===== src/rtl/sipo_framed_if.sv =====
// sipo_framed_if -- handshake bundle for the framed serial-to-parallel block.
//   Serial side  : data_in, in_valid (to block), in_ready (from block)
//   Parallel side: data_out, out_valid, bit_count, parity_err (from block),
//                  out_ready (to block)
//   master : producer/consumer side (drives data_in, in_valid, out_ready)
//   slave  : the sipo_framed block itself
interface sipo_framed_if #(
  parameter int WIDTH = 8
);
  localparam int CW = $clog2(WIDTH + 2);

  logic             data_in;
  logic             in_valid;
  logic             in_ready;
  logic [WIDTH-1:0] data_out;
  logic             out_valid;
  logic             out_ready;
  logic [CW-1:0]    bit_count;
  logic             parity_err;

  modport master (
    output data_in, in_valid, out_ready,
    input  in_ready, data_out, out_valid, bit_count, parity_err
  );

  modport slave (
    input  data_in, in_valid, out_ready,
    output in_ready, data_out, out_valid, bit_count, parity_err
  );
endinterface


===== src/rtl/sipo_framed.sv =====
// sipo_framed -- serial-in parallel-out word assembler with valid/ready on
// both sides. A shift register collects the current frame while a separate
// holding register presents the previous word, so reception overlaps with a
// slow consumer.
//   clk   : single clock, rising edge
//   reset : synchronous, active high
//   bus   : sipo_framed_if.slave (serial in, parallel out, bit_count,
//           parity_err)
// Parameters: WIDTH (2..64) word length; MSB_FIRST=1 puts the first received
// bit in data_out[WIDTH-1], 0 puts it in data_out[0].
// Build option: define SIPO_PARITY_EN to append one even-parity bit to every
// frame and report its check on parity_err; otherwise parity_err is tied 0.
module sipo_framed #(
  parameter int WIDTH     = 8,
  parameter bit MSB_FIRST = 1'b1
) (
  input  logic        clk,
  input  logic        reset,
  sipo_framed_if.slave bus
);
  localparam int CW = $clog2(WIDTH + 2);

`ifdef SIPO_PARITY_EN
  typedef enum logic [1:0] {COLLECT = 2'd0, PARITY = 2'd1, STALL = 2'd2} state_t;
`else
  typedef enum logic [1:0] {COLLECT = 2'd0, STALL = 2'd2} state_t;
`endif

  state_t           state_q, state_d;
  logic [WIDTH-1:0] shift_q, shift_d;
  logic [WIDTH-1:0] data_q, data_d;
  logic [CW-1:0]    cnt_q, cnt_d;
  logic             oval_q, oval_d;

  logic             in_rdy, accept, hold_free, done, load;
  logic [WIDTH-1:0] shifted, word;

`ifdef SIPO_PARITY_EN
  // acc_q is the running XOR of every accepted bit of the frame, parity bit
  // included, so a zero result means the frame had even parity.
  logic acc_q, acc_d, perr_q, perr_d, perr_new;
`endif

  always_comb begin
    state_d   = state_q;
    shift_d   = shift_q;
    data_d    = data_q;
    cnt_d     = cnt_q;
    oval_d    = oval_q;
    done      = 1'b0;
    load      = 1'b0;
    word      = shift_q;
`ifdef SIPO_PARITY_EN
    acc_d     = acc_q;
    perr_d    = perr_q;
    perr_new  = acc_q;
`endif
    in_rdy    = (state_q != STALL);
    accept    = bus.in_valid && in_rdy;
    hold_free = !oval_q || bus.out_ready;
    shifted   = MSB_FIRST ? {shift_q[WIDTH-2:0], bus.data_in}
                          : {bus.data_in, shift_q[WIDTH-1:1]};

    // Consumer took the word; a load below overrides this to keep valid high.
    if (bus.out_ready) oval_d = 1'b0;

    case (state_q)
      COLLECT: if (accept) begin
        shift_d = shifted;
        cnt_d   = cnt_q + CW'(1);
`ifdef SIPO_PARITY_EN
        acc_d   = acc_q ^ bus.data_in;
        if (cnt_q == CW'(WIDTH - 1)) state_d = PARITY;
`else
        if (cnt_q == CW'(WIDTH - 1)) begin
          done = 1'b1;
          word = shifted;
        end
`endif
      end
`ifdef SIPO_PARITY_EN
      PARITY: if (accept) begin
        // Parity bit only feeds the check; the data word is already complete.
        cnt_d    = cnt_q + CW'(1);
        acc_d    = acc_q ^ bus.data_in;
        perr_new = acc_q ^ bus.data_in;
        done     = 1'b1;
      end
`endif
      // Stalled word sits in shift_q (and its parity result in acc_q) until
      // the holding register frees up.
      STALL:   load = bus.out_ready;
      default: state_d = COLLECT;
    endcase

    if (done) begin
      if (hold_free) load = 1'b1;
      else           state_d = STALL;
    end

    if (load) begin
      data_d  = word;
      oval_d  = 1'b1;
      cnt_d   = '0;
      shift_d = '0;
      state_d = COLLECT;
`ifdef SIPO_PARITY_EN
      perr_d  = perr_new;
      acc_d   = 1'b0;
`endif
    end
  end

  always_ff @(posedge clk) begin
    if (reset) begin
      state_q <= COLLECT;
      shift_q <= '0;
      data_q  <= '0;
      cnt_q   <= '0;
      oval_q  <= 1'b0;
`ifdef SIPO_PARITY_EN
      acc_q   <= 1'b0;
      perr_q  <= 1'b0;
`endif
    end else begin
      state_q <= state_d;
      shift_q <= shift_d;
      data_q  <= data_d;
      cnt_q   <= cnt_d;
      oval_q  <= oval_d;
`ifdef SIPO_PARITY_EN
      acc_q   <= acc_d;
      perr_q  <= perr_d;
`endif
    end
  end

  assign bus.in_ready  = in_rdy;
  assign bus.data_out  = data_q;
  assign bus.out_valid = oval_q;
  assign bus.bit_count = cnt_q;
`ifdef SIPO_PARITY_EN
  assign bus.parity_err = perr_q;
`else
  assign bus.parity_err = 1'b0;
`endif
endmodule


===== src/flat_wrapper.sv =====
// flat-port wrapper written by rule: the top's interface ports become plain ports
module sipo_framed_flat 
#(
  parameter int WIDTH     = 8,
  parameter bit MSB_FIRST = 1'b1
)
  (clk, reset, bus_data_in, bus_in_valid, bus_out_ready, bus_in_ready, bus_data_out, bus_out_valid, bus_bit_count, bus_parity_err);
  sipo_framed_if #(.WIDTH(WIDTH)) bus_i ();
  input  logic clk;
  input  logic reset;
  input wire logic [$bits(bus_i.data_in)-1:0] bus_data_in;
  input wire logic [$bits(bus_i.in_valid)-1:0] bus_in_valid;
  input wire logic [$bits(bus_i.out_ready)-1:0] bus_out_ready;
  output wire logic [$bits(bus_i.in_ready)-1:0] bus_in_ready;
  output wire logic [$bits(bus_i.data_out)-1:0] bus_data_out;
  output wire logic [$bits(bus_i.out_valid)-1:0] bus_out_valid;
  output wire logic [$bits(bus_i.bit_count)-1:0] bus_bit_count;
  output wire logic [$bits(bus_i.parity_err)-1:0] bus_parity_err;
  assign bus_i.data_in = bus_data_in;
  assign bus_i.in_valid = bus_in_valid;
  assign bus_i.out_ready = bus_out_ready;
  assign bus_in_ready = bus_i.in_ready;
  assign bus_data_out = bus_i.data_out;
  assign bus_out_valid = bus_i.out_valid;
  assign bus_bit_count = bus_i.bit_count;
  assign bus_parity_err = bus_i.parity_err;
  sipo_framed #(.WIDTH(WIDTH), .MSB_FIRST(MSB_FIRST)) u_core (.clk(clk), .reset(reset), .bus(bus_i));
endmodule

===== config.mk =====
export PLATFORM = sky130hd
export DESIGN_NAME = sipo_framed_flat
export DESIGN_NICKNAME = d
export VERILOG_FILES = /design/src/rtl/sipo_framed_if.sv /design/src/rtl/sipo_framed.sv /design/src/flat_wrapper.sv
export SDC_FILE = /design/constraint.sdc
export NUM_CORES = 1
export LEC_CHECK = 0
export ABC_AREA = 1
export CORE_MARGIN = 8
export CORE_UTILIZATION = 30
export CTS_CLUSTER_DIAMETER = 30
export CTS_CLUSTER_SIZE = 24
export DETAILED_ROUTE_END_ITERATION = 8
export GPL_TIMING_DRIVEN = 0
export PLACE_DENSITY_LB_ADDON = 0.12
export SETUP_SLACK_MARGIN = 0.2
export SKIP_CTS_REPAIR_TIMING = 1
export SLEW_MARGIN = 20
export SYNTH_ARGS = -nofsm -noshare
export SYNTH_HDL_FRONTEND = slang
export SYNTH_SLANG_ARGS = --single-unit

===== constraint.sdc =====
create_clock -name clk -period 3.6 [get_ports clk]
set_clock_uncertainty 0.1 [all_clocks]
set_input_delay 0.54 -clock clk [delete_from_list [all_inputs] [get_ports clk]]
set_output_delay 0.54 -clock clk [all_outputs]
set_load 0.03 [all_outputs]

# Yosys cells after proc, flatten, opt, wreduce, memory -nomap -nowiden
# Index checks and enable logic that the tools add are counted.
# classes
addsub	1
eq_ne	3
n_mux	14
reduce_logical	8
# ops
cell	count
two-way mux 8 bit	3
two-way mux 1 bit	8
two-way mux 2 bit	3
adder 4 x 1 -> 4 bit (second input constant)	1
equality test 4 x 3 -> 1 bit (second input constant)	1
OR reduction 2 bit	2
equality test 2 bit (second input constant)	1
zero test 2 bit	1
!= test 2 bit (second input constant)	1
AND reduction 2 bit	1
nonzero test 2 bit	1
logical AND 1 bit	1
zero test 1 bit	1
logical OR 1 bit	1
# totals
register_bits	23
word_cells	31

# Longest topological paths before layout
# Gate-level depths: netlist of run 1.
# depth
depth_word	6
depth_mapped	8
ltp_nobuf	8

# Worst setup path before layout of run 1
# Ideal clock, no wire load.
# synth_path
path_kind	reg-to-reg
start	reg u_core.cnt_q[0] (netlist: u_core.bus.bit_count[0])
end	reg u_core.data_q[0] (netlist: u_core.bus.data_out[0])
setup_ns	0.064
arrival_time_ns	1.542
setup_slack_ns	1.894
stages_incl_launch_ff	7
n_path_buf	1
path_cell_list	dfxtp_1 ha_1 clkbuf_1 nand4_2 nand3_1 nand2_1 nor2_1
# synth_between
elab_chain_cells	5
word_cells_on_any_way	8
cone_classes	eq/ne: 1; mux: 7
# synth_rtl
item	line	source
from (decl)	sipo_framed.sv:32	logic [CW-1:0] cnt_q, cnt_d;
from (signal assigned)	sipo_framed.sv:129	cnt_q <= cnt_d;
equality test 4 x 3 -> 1 bit *	sipo_framed.sv:75	if (cnt_q == CW'(WIDTH - 1)) begin
two-way mux 1 bit	sipo_framed.sv:75	
two-way mux 1 bit	sipo_framed.sv:68	COLLECT: if (accept) begin
two-way mux 1 bit	sipo_framed.sv:67	case (state_q)
two-way mux 1 bit	sipo_framed.sv:96	if (done) begin
to (signal assigned)	sipo_framed.sv:128	data_q <= data_d;
to (decl)	sipo_framed.sv:31	logic [WIDTH-1:0] data_q, data_d;
# Mark *: on every way between the ends. The rest lies on a longest branch, timed or not.
# A chain may end at the register's enable or synchronous reset.

# Final worst setup path of run 1
# layout_path
start	reg u_core.cnt_q[3] (netlist: u_core.bus.bit_count[3])
end	out bus_bit_count[3]
# layout_rtl
item	line	source
to (decl)	flat_wrapper.sv:17	output wire logic [$bits(bus_i.bit_count)-1:0] bus_bit_count;
# No word-level cell between the ends.

==> impl_metrics.py, run 1 <==
metrics = {
    "timing": {
        "finalCriticalPeriod_ns": 2.10,
        "setup-tns-final_ns": 0,
        "hold-worst-slack_ns": 0.441,
        "post-route-period-util_pct": 58.3,
        "grt_setup_unrepaired": "false",
        "setup_failing_eps_final": 0,
        "fmax_ghz": 0.477,
        "finalHoldViolations": 0,
        "timing.final.max_slew_violations": 0,
    },
    "global_routing": {
        "grt_first_pass_wirelength_um": 3980,
        "pin_count_of_the_biggest_net_entering_global_routing": 14,
        "global_route.usage.total_pct": 8.00,
        "antenna_found_initial": 0,
        "grt_overflow_total": 0,
        "via_count_of_the_first_global_routing_pass": 862,
    },
    "logic_synthesis": {
        "yosys.area_share.xor_xnor_pct": 2.31,
        "ys_warn_count": 0,
        "synth-compound-area-share_pct": 0.880,
        "synth-simple-area-share_pct": 43.6,
        "synthesized_netlist_cell_count": 171,
        "seq_area_frac_synth_pct": 40.5,
        "synthFlopType": "sky130_fd_sc_hd__dfxtp_1",
        "synth.distinct_cells": 22,
        "netlist_area_um2": 1140,
        "synthMuxAreaShare_pct": 0,
        "adder_cell_share_of_the_synthesized_area_pct": 1.10,
        "synth_top_cells_by_area": "sky130_fd_sc_hd__dfxtp_1, sky130_fd_sc_hd__nand2_1, sky130_fd_sc_hd__nor2_1",
        "post_synth.cell_area_avg_um2": 6.65,
        "synth_top_area_share_pct": 40.5,
        "synth_top_family_by_area": "simple AND/OR/NAND/NOR gates",
        "top_cell_type_by_total_area_after_synthesis": "sky130_fd_sc_hd__dfxtp_1",
        "synth-edff-count": 0,
        "synth-seq-cells": 23,
        "post_synth_arst_share_pct": 0,
    },
    "layout": {
        "highest_count_cells_in_the_layout_ignoring_fill_and_taps": "sky130_fd_sc_hd__nand2_1, sky130_fd_sc_hd__nor2_1, sky130_fd_sc_hd__dfxtp_1",
        "area.growth.synth_to_final_pct": 25.5,
        "final_layout_size_suffix_gt1_share_pct": 7.73,
        "layout_commonest_cell": "sky130_fd_sc_hd__nand2_1",
        "design.final.nets": 201,
        "antennaDiodeCount": 0,
    },
    "worst_setup_path": {
        "critical_path.cell_chain": "clkdlybuf4s50_1",
        "crit_path_start_kind": "flop",
        "r2r_slack_ns": 1.86,
        "crit_slowest_cell": "sky130_fd_sc_hd__clkdlybuf4s50_1",
        "reg2regPathDepth": 6,
        "crit_path_max_fanout": 3,
        "critical_path.top_delay_family": "buffers and inverters",
        "cp.buffers_inverters": 1,
        "path_depth": 1,
        "critical_path.reg2reg.startpoint": "u_core.bus.bit_count[0]",
        "reg2reg_to": "u_core.bus.data_out[1]",
        "critical_path_arrival_ns": 1.46,
        "worst-setup-path-type": "reg -> out",
        "timing.critical_path.required_ns": 2.96,
        "end_kind": "output port",
        "slowest_delay_ns": 0.72,
    },
    "die": {
        "floorplan.die.height_um": 77.6,
        "initial_core_util_pct": 31.1,
        "die_area_um2": 6020,
        "floorplan.io_pins": 20,
        "row_count": 22,
        "die-width_um": 77.6,
        "core_area_um2": 3660,
    },
    "detailed_routing": {
        "initialDrtViolationCount": 24,
        "via_per_inst": 4.10,
        "detail_route.drc_violations": 0,
        "wirelength_um": 2310,
        "routed-via-count": 991,
        "firstDrtPassIters": 4,
        "wire_per_inst_um": 9.55,
        "postRouteAntennaNets": 0,
    },
    "pwr": {
        "leakage_nw": 0.655,
        "switching_share_pct": 23.1,
        "share_seq_of_total_power_pct": 57.4,
        "power-per-cell-area_nw_per_um2": 317,
        "power.clock.fraction_pct": 35.1,
        "power_frac_comb_pct": 7.4,
        "psw_mw": 0.104,
        "p_int_mw": 0.348,
        "vdd.ir_drop.worst_mv": 0.147,
    },
    "placement": {
        "port-buffer-count": 18,
        "hpwl_um": 1780,
        "routabilityCongestion": 0.762,
    },
    "flow_run": {
        "cap_viol_max_count": 0,
    },
    "clocking": {
        "cts_root_buffer": "sky130_fd_sc_hd__clkbuf_8",
        "cts_buffers": 3,
        "clock_insertion_delay_worst_skew_ns": 0.26,
        "clock_sink_count": 23,
        "tritoncts_clock_tree": "done",
        "clk_pin_slew_worst_paths_ns": 0.08,
        "clock_path_buffers": 2,
        "h-tree-depth": 1,
    },
    "min_path": {
        "holdPathEnd": "u_core.bus.data_out[2]",
        "hold_start": "u_core.bus.data_out[2]",
        "min_path_cells": 4,
        "min_path_type": "reg -> reg",
    },
    "outcome": {
        "outcome": "finished, final reports clean",
    },
}
-- Yosys cell counts, types with 2 or more instances --
| master | count |
|---|---|
| sky130_fd_sc_hd__nand4_1 | 8 |
| sky130_fd_sc_hd__dfxtp_1 | 23 |
| sky130_fd_sc_hd__inv_1 | 22 |
| sky130_fd_sc_hd__xnor2_1 | 2 |
| sky130_fd_sc_hd__nand2_1 | 54 |
| sky130_fd_sc_hd__nor2_1 | 35 |
| sky130_fd_sc_hd__nand3_1 | 9 |
| sky130_fd_sc_hd__buf_4 | 2 |
| sky130_fd_sc_hd__inv_2 | 2 |
| sky130_fd_sc_hd__nand2_2 | 2 |
-- sequential cells by signal, summed over array words and instances, names as in the netlist --
register / flops
u_core.shift_q: 8
u_core.bus.out_valid: 1
u_core.bus.bit_count: 4
u_core.state_q: 2
u_core.bus.data_out: 8
-- stage by stage --
stage	instances	utilization, %	total power, mW	instance area [um^2]	setup slack [ns]
floorplan	172	-	0.287	1140	1.89
global placement	238	37.7	0.300	1380	1.42
detailed placement	238	37.7	0.300	1380	1.38
CTS	242	39.0	0.462	1430	1.48
global route	242	39.0	0.475	1430	1.40
finish	242	39.0	0.452	1430	1.50
-- power groups by stage --
stage / Clock, mW / Combinational [mW] / Sequential [mW]
after CTS: 0.168 / 0.0343 / 0.260
after global routing: 0.177 / 0.0378 / 0.260
after global placement: 0 / 0.0338 / 0.266
after floorplan: 0 / 0.0191 / 0.268
after detailed placement: 0 / 0.0340 / 0.266
final: 0.159 / 0.0337 / 0.260
-- logic make-up (layout without fill, tap and decap cells) --
family / count (synthesis) / after routing
other cells: 1 / 2
fa+ha+maj: 1 / 1
buf+inv: 30 / 52
simple gates: 111 / 111
xor+xnor: 3 / 3
flops: 23 / 23
compound gates: 2 / 2
-- layout make-up --
class,instances,area [um^2]
inverters,25,93.8
clock inverters,1,5.00
fillers,409,2230
clock buffers,3,41.3
well taps,48,60.1
flip-flops and latches,23,460
plain buffers,5,35.0
repair buffers,18,180
multi-input cells,119,552
-- how the worst max path moves through the flow --
stage                            start                      to
4_1_cts        u_core.bus.bit_count[3]        bus_bit_count[3]
2_1_floorplan  u_core.bus.bit_count[0]  u_core.bus.data_out[0]
5_1_grt              u_core.state_q[1]            bus_in_ready
6_report       u_core.bus.bit_count[3]        bus_bit_count[3]
3_3_place_gp              bus_in_valid  u_core.bus.data_out[2]
3_5_place_dp              bus_in_valid  u_core.bus.data_out[1]
-- per-layer routing --
layer / vias up / track usage, % / share of wire [%]
li1: 559 / - / -
met1: 418 / 9.98 / 49
met2: 12 / 12.7 / 45
met3: 2 / 2.07 / 4.7
met4: 0 / 3.40 / 0.74
met5: - / 0 / 0
-- worst reg2reg max path: stages (launching register included) --
cell and delay [ns]:
sky130_fd_sc_hd__dfxtp_1 0.40, sky130_fd_sc_hd__ha_1 0.25, sky130_fd_sc_hd__clkbuf_1 0.36, sky130_fd_sc_hd__nand4_2 0.30
sky130_fd_sc_hd__nand3_1 0.14, sky130_fd_sc_hd__nand2_1 0.06, sky130_fd_sc_hd__nor2_1 0.08
(Power assumes the default switching activity.)
==> run 2: changes to the inputs <==
clock period = 1.8 ns   (was 3.6 ns; I/O delays follow)
==> run 2 against run 1 <==
Worst hold slack lost 0.0031 ns; sequential share of layout area shrank 1.5 points; wire length grew 3.2%; die area is the same; first-iteration DRC count grew 21%; register-to-register slack lost 1.5 ns; clock power grew 100%; total power grew 100%; via count grew 3.3%; sequential power grew 100%; critical path type is now in -> reg.
==> impl_metrics.py, run 2 (synthesized netlist as in run 1, its figures left out) <==
metrics = {
    "pwr": {
        "total_power_mw": 0.916,
        "vdd.ir_drop.worst_mv": 0.352,
        "power-per-cell-area_nw_per_um2": 606,
        "leakage_nw": 0.907,
    },
    "layout": {
        "finalInstanceArea_um2": 1510,
        "antennaDiodeCount": 0,
        "area.growth.synth_to_final_pct": 32.8,
        "final_layout_size_suffix_gt1_share_pct": 11.8,
        "fillers": 407,
        "regArea_um2": 464,
        "layout_commonest_cell": "sky130_fd_sc_hd__nand2_1",
        "instances_no_fill": 243,
        "design.final.nets": 202,
        "multiInputGateArea_um2": 583,
        "highest_count_cells_in_the_layout_ignoring_fill_and_taps": "sky130_fd_sc_hd__nand2_1, sky130_fd_sc_hd__nor2_1, sky130_fd_sc_hd__inv_1",
    },
    "global_routing": {
        "globalRoute.busiestLayer": "met2",
        "global_route.usage.total_pct": 8.38,
        "antenna_found_initial": 0,
        "pin_count_of_the_biggest_net_entering_global_routing": 14,
        "gr-usage-met2_pct": 13.1,
        "gr-usage-met1_pct": 10.3,
        "globalRouteMet3Util_pct": 2.42,
        "grt_first_pass_wirelength_um": 4200,
        "via_count_of_the_first_global_routing_pass": 928,
        "grt_overflow_total": 0,
    },
    "placement": {
        "hpwl_um": 1810,
        "routabilityCongestion": 0.758,
        "port-buffer-count": 18,
        "count_of_placed_standard_cells_including_taps": 238,
        "place_area_um2": 1390,
        "placement.setup.worst_slack_ns": -0.144,
    },
    "die": {
        "floorplan.io_pins": 20,
        "row_count": 22,
        "die-width_um": 77.6,
        "die_area_um2": 6020,
        "initial_core_util_pct": 31.1,
        "core_area_um2": 3660,
        "floorplan.die.height_um": 77.6,
    },
    "clocking": {
        "clock_sink_count": 23,
        "clock_path_buffers": 2,
        "tritoncts_clock_tree": "done",
        "clock_insertion_delay_worst_skew_ns": 0.26,
        "clk_pin_slew_worst_paths_ns": 0.08,
        "h-tree-depth": 1,
        "cts_root_buffer": "sky130_fd_sc_hd__clkbuf_8",
        "cts_buffers": 3,
    },
    "worst_setup_path": {
        "critical_path_arrival_ns": 1.56,
        "slowest_delay_ns": 0.53,
        "critical_path.cell_chain": "clkdlybuf4s50_1, nand2_1, nor2_4, buf_6, nand4_4, nand3_1, nand2_1, nor2_1",
        "crit_path_start_kind": "primary input",
        "timing.critical_path.required_ns": 1.90,
        "crit_top_cell": "sky130_fd_sc_hd__nand2_1",
        "crit_slowest_cell": "sky130_fd_sc_hd__clkdlybuf4s50_1",
        "worst-setup-path-type": "in -> reg",
        "end_kind": "flop",
        "crit_path_max_fanout": 10,
    },
    "detailed_routing": {
        "initialDrtViolationCount": 29,
        "postRouteAntennaNets": 0,
        "routed-via-count": 1024,
        "via_per_inst": 4.21,
        "wire_per_inst_um": 9.81,
        "firstDrtPassIters": 4,
        "detail_route.drc_violations": 0,
        "wirelength_um": 2390,
    },
    "timing": {
        "setup_failing_eps_final": 0,
        "setup_slack_ns": 0.342,
        "grt_setup_unrepaired": "false",
        "hold-worst-slack_ns": 0.438,
        "post-route-period-util_pct": 81.0,
        "finalHoldViolations": 0,
        "finalCriticalPeriod_ns": 1.46,
        "fmax_ghz": 0.686,
        "timing.final.max_slew_violations": 0,
    },
    "outcome": {
        "outcome": "finished, final reports clean",
    },
    "min_path": {
        "min_path_type": "reg -> reg",
    },
    "flow_run": {
        "cap_viol_max_count": 0,
    },
}
run 2: cell count changes in the layout (fill, tap and decap cells not counted), sizes merged:
| cell | delta |
|---|---|
| clkdlybuf4s50 | -14 |
| buf | +2 |
| clkbuf | -1 |
| dlymetal6s2s | +14 |
run 2: layer usage:
metal	part of all wire (%)	wire length (um)
met1	51	1210
met3	3.1	74
met5	0	0
met2	45	1080
met4	0.96	23
run 2: path summary, 6_finish.rpt:
path	cells after the start	endpoint	slack, ns	from
worst max-delay path	8	u_core.bus.data_out[1]	0.34	bus_in_valid
worst min-delay path	4	u_core.bus.data_out[4]	0.44	u_core.bus.data_out[4]
worst max register to register	6	u_core.bus.data_out[1]	0.37	u_core.bus.bit_count[0]
worst min register to register	4	u_core.bus.data_out[4]	0.44	u_core.bus.data_out[4]
run 2: power breakdown:
part           internal, mW  switching [mW]  leakage (nW)
sequential            0.515         0.00641         0.187
combinational        0.0293          0.0423         0.694
clock                 0.155           0.169        0.0255
run 2: critical path: cells and delay by family:
family        cells  cell delay, ns
simple gates      6            0.60
buf+inv           2            0.68
run 2: final cells by class:
class	count	share of cell area, %
inverter	25	6.21
timing repair buffer	19	14.7
clock buffer	3	2.73
tap	48	3.98
multi-input combinational	119	38.6
sequential	23	30.7
buffer	5	2.65
clock inverter	1	0.331
run 2: through the flow:
step | TNS, ns | util [%]
after floorplan | 0 | -
final | 0 | 41.3
after global placement | -0.839 | 37.9
after global routing | 0 | 41.3
after CTS | -0.0926 | 39.1
after detailed placement | -1.30 | 37.9
==> run 3: changes to the inputs <==
clock period = 1.2 ns   (was 1.8 ns; I/O delays follow)
==> run 3 against run 2 <==
The run now ends with negative setup slack left; critical path depth is the same; largest cell class unchanged; clock-buffer cell count grew 1; die area is the same; worst hold slack lost 0.042 ns; combinational power grew 75%; critical path type is now reg -> reg; utilization grew 3.5 points; register-to-register slack lost 0.50 ns; design area grew 8.4%; total power grew 52%; sequential cell count is the same; final cell count grew 3.7%.
==> impl_metrics.py, run 3 (synthesized netlist as in run 1, its figures left out) <==
metrics = {
    "layout": {
        "instances_no_fill": 252,
        "finalInstanceArea_um2": 1640,
        "area.growth.synth_to_final_pct": 43.9,
        "layout_commonest_cell": "sky130_fd_sc_hd__nand2_1",
        "design.final.nets": 211,
        "final_layout_size_suffix_gt1_share_pct": 31.9,
        "antennaDiodeCount": 0,
        "highest_count_cells_in_the_layout_ignoring_fill_and_taps": "sky130_fd_sc_hd__nand2_1, sky130_fd_sc_hd__nor2_1, sky130_fd_sc_hd__inv_1",
    },
    "worst_setup_path": {
        "crit_slowest_cell": "sky130_fd_sc_hd__dfxtp_4",
        "slowest_delay_ns": 0.38,
        "critical_path.cell_chain": "inv_4, nor2_8, nand4_4, buf_4, nand2_1, nand2_1, nor2_1, nor2_1",
        "crit_path_max_fanout": 7,
        "timing.critical_path.required_ns": 1.26,
        "r2r_slack_ns": -0.13,
        "end_kind": "flop",
        "crit_path_start_kind": "flop",
        "critical_path.reg2reg.startpoint": "u_core.bus.bit_count[2]",
        "reg2reg_to": "u_core.bus.data_out[3]",
        "critical_path_arrival_ns": 1.39,
        "worst-setup-path-type": "reg -> reg",
        "reg2regPathDepth": 8,
    },
    "flow_run": {
        "cap_viol_max_count": 0,
    },
    "timing": {
        "fmax_ghz": 0.751,
        "timing.final.max_slew_violations": 0,
        "post-route-period-util_pct": 111,
        "setup_slack_ns": -0.132,
        "setup_failing_eps_final": 23,
        "grt_setup_unrepaired": "true",
        "finalCriticalPeriod_ns": 1.33,
        "finalHoldViolations": 0,
    },
    "pwr": {
        "power.clock.fraction_pct": 34.9,
        "p_int_mw": 1.06,
        "leakage_nw": 0.780,
        "vdd.ir_drop.worst_mv": 0.372,
        "power-per-cell-area_nw_per_um2": 848,
        "psw_mw": 0.330,
        "total_power_mw": 1.39,
        "share_seq_of_total_power_pct": 56.1,
        "switching_share_pct": 23.8,
        "power_frac_comb_pct": 9.0,
    },
    "clocking": {
        "clock_sink_count": 23,
        "clk_pin_slew_worst_paths_ns": 0.08,
        "clock_path_buffers": 2,
        "tritoncts_clock_tree": "done",
        "h-tree-depth": 1,
        "clock_insertion_delay_worst_skew_ns": 0.26,
        "cts_root_buffer": "sky130_fd_sc_hd__clkbuf_8",
        "cts_buffers": 3,
    },
    "die": {
        "core_area_um2": 3660,
        "die_area_um2": 6020,
        "die-width_um": 77.6,
        "floorplan.die.height_um": 77.6,
        "initial_core_util_pct": 31.1,
        "floorplan.io_pins": 20,
        "row_count": 22,
    },
    "global_routing": {
        "antenna_found_initial": 0,
        "pin_count_of_the_biggest_net_entering_global_routing": 13,
        "grt_overflow_total": 0,
        "grt_first_pass_wirelength_um": 4330,
        "via_count_of_the_first_global_routing_pass": 965,
        "global_route.usage.total_pct": 8.65,
    },
    "detailed_routing": {
        "via_per_inst": 4.29,
        "wire_per_inst_um": 10.6,
        "firstDrtPassIters": 4,
        "initialDrtViolationCount": 28,
        "wirelength_um": 2680,
        "routed-via-count": 1080,
        "detail_route.drc_violations": 0,
        "postRouteAntennaNets": 0,
    },
    "placement": {
        "count_of_placed_standard_cells_including_taps": 238,
        "routabilityCongestion": 0.769,
        "hpwl_um": 1850,
        "place_area_um2": 1420,
        "port-buffer-count": 18,
    },
    "outcome": {
        "violated_checks": "negative setup slack",
        "outcome": "complete, but fails checks",
    },
    "min_path": {
        "min_path_type": "in -> reg",
        "holdPathEnd": "u_core.bus.data_out[7]",
        "hold_start": "bus_in_valid",
        "min_path_cells": 6,
    },
}
-- run 3: cell types whose count changed in the layout (fill, tap and decap cells not counted), moves of 3 or more --
cell	delta
sky130_fd_sc_hd__dfxtp_1	-11
sky130_fd_sc_hd__nand2_1	-3
sky130_fd_sc_hd__buf_6	+12
sky130_fd_sc_hd__dfxtp_4	+4
sky130_fd_sc_hd__dfxtp_2	+7
sky130_fd_sc_hd__dlymetal6s2s_1	-13
sky130_fd_sc_hd__buf_4	+9
-- run 3: power by group through the flow --
stage,clock (mW),sequential (mW),combinational [mW]
after floorplan,0,0.803,0.0598
after global placement,0,0.796,0.104
after detailed placement,0,0.796,0.107
after CTS,0.504,0.778,0.108
after global routing,0.549,0.781,0.137
final,0.485,0.779,0.125
-- run 3: through the flow --
stage / hold WS [ns] / TNS (ns) / utilization (%) / setup WS [ns]
CTS: 0.441 / -13.01 / 40.1 / -0.551
floorplan: 0.286 / -3.22 / - / -0.201
detailed placement: 0.427 / -12.70 / 38.9 / -0.658
global placement: 0.422 / -12.08 / 38.9 / -0.623
global route: 0.425 / -4.34 / 44.7 / -0.216
finish: 0.396 / -2.55 / 44.7 / -0.132
-- run 3: worst max-delay path: cells and delay by family, from the launching register on --
| kind | cells | cell delay, ns |
|---|---|---|
| buf+inv | 2 | 0.24 |
| simple gates | 6 | 0.50 |
| flops | 1 | 0.38 |
-- run 3: worst max-delay path by stage --
stage,from,end,slack [ns]
3_5_place_dp,bus_in_valid,u_core.bus.data_out[2],-0.66
3_3_place_gp,bus_in_valid,u_core.bus.data_out[1],-0.62
2_1_floorplan,u_core.bus.bit_count[2],u_core.bus.bit_count[0],-0.20
6_report,u_core.bus.bit_count[2],u_core.bus.data_out[3],-0.13
5_1_grt,u_core.bus.bit_count[2],u_core.bus.data_out[2],-0.22
4_1_cts,u_core.state_q[1],bus_in_ready,-0.55
-- run 3: area by class of cell --
class,instances,area [um^2]
clock buffer,4,45.0
buffer,5,46.3
sequential,23,488
fill,401,2020
timing repair buffer,27,262
multi-input combinational,120,639
tap,48,60.1
inverter,25,96.3
-- run 3: routing by layer --
layer  track usage, %  vias to the layer above  part of all wire, %
met3             2.76                        2                  3.2
li1                 -                      585                    -
met2             14.2                       12                   48
met4             3.02                        0                 0.71
met1             10.4                      481                   48
met5                0                        -                    0
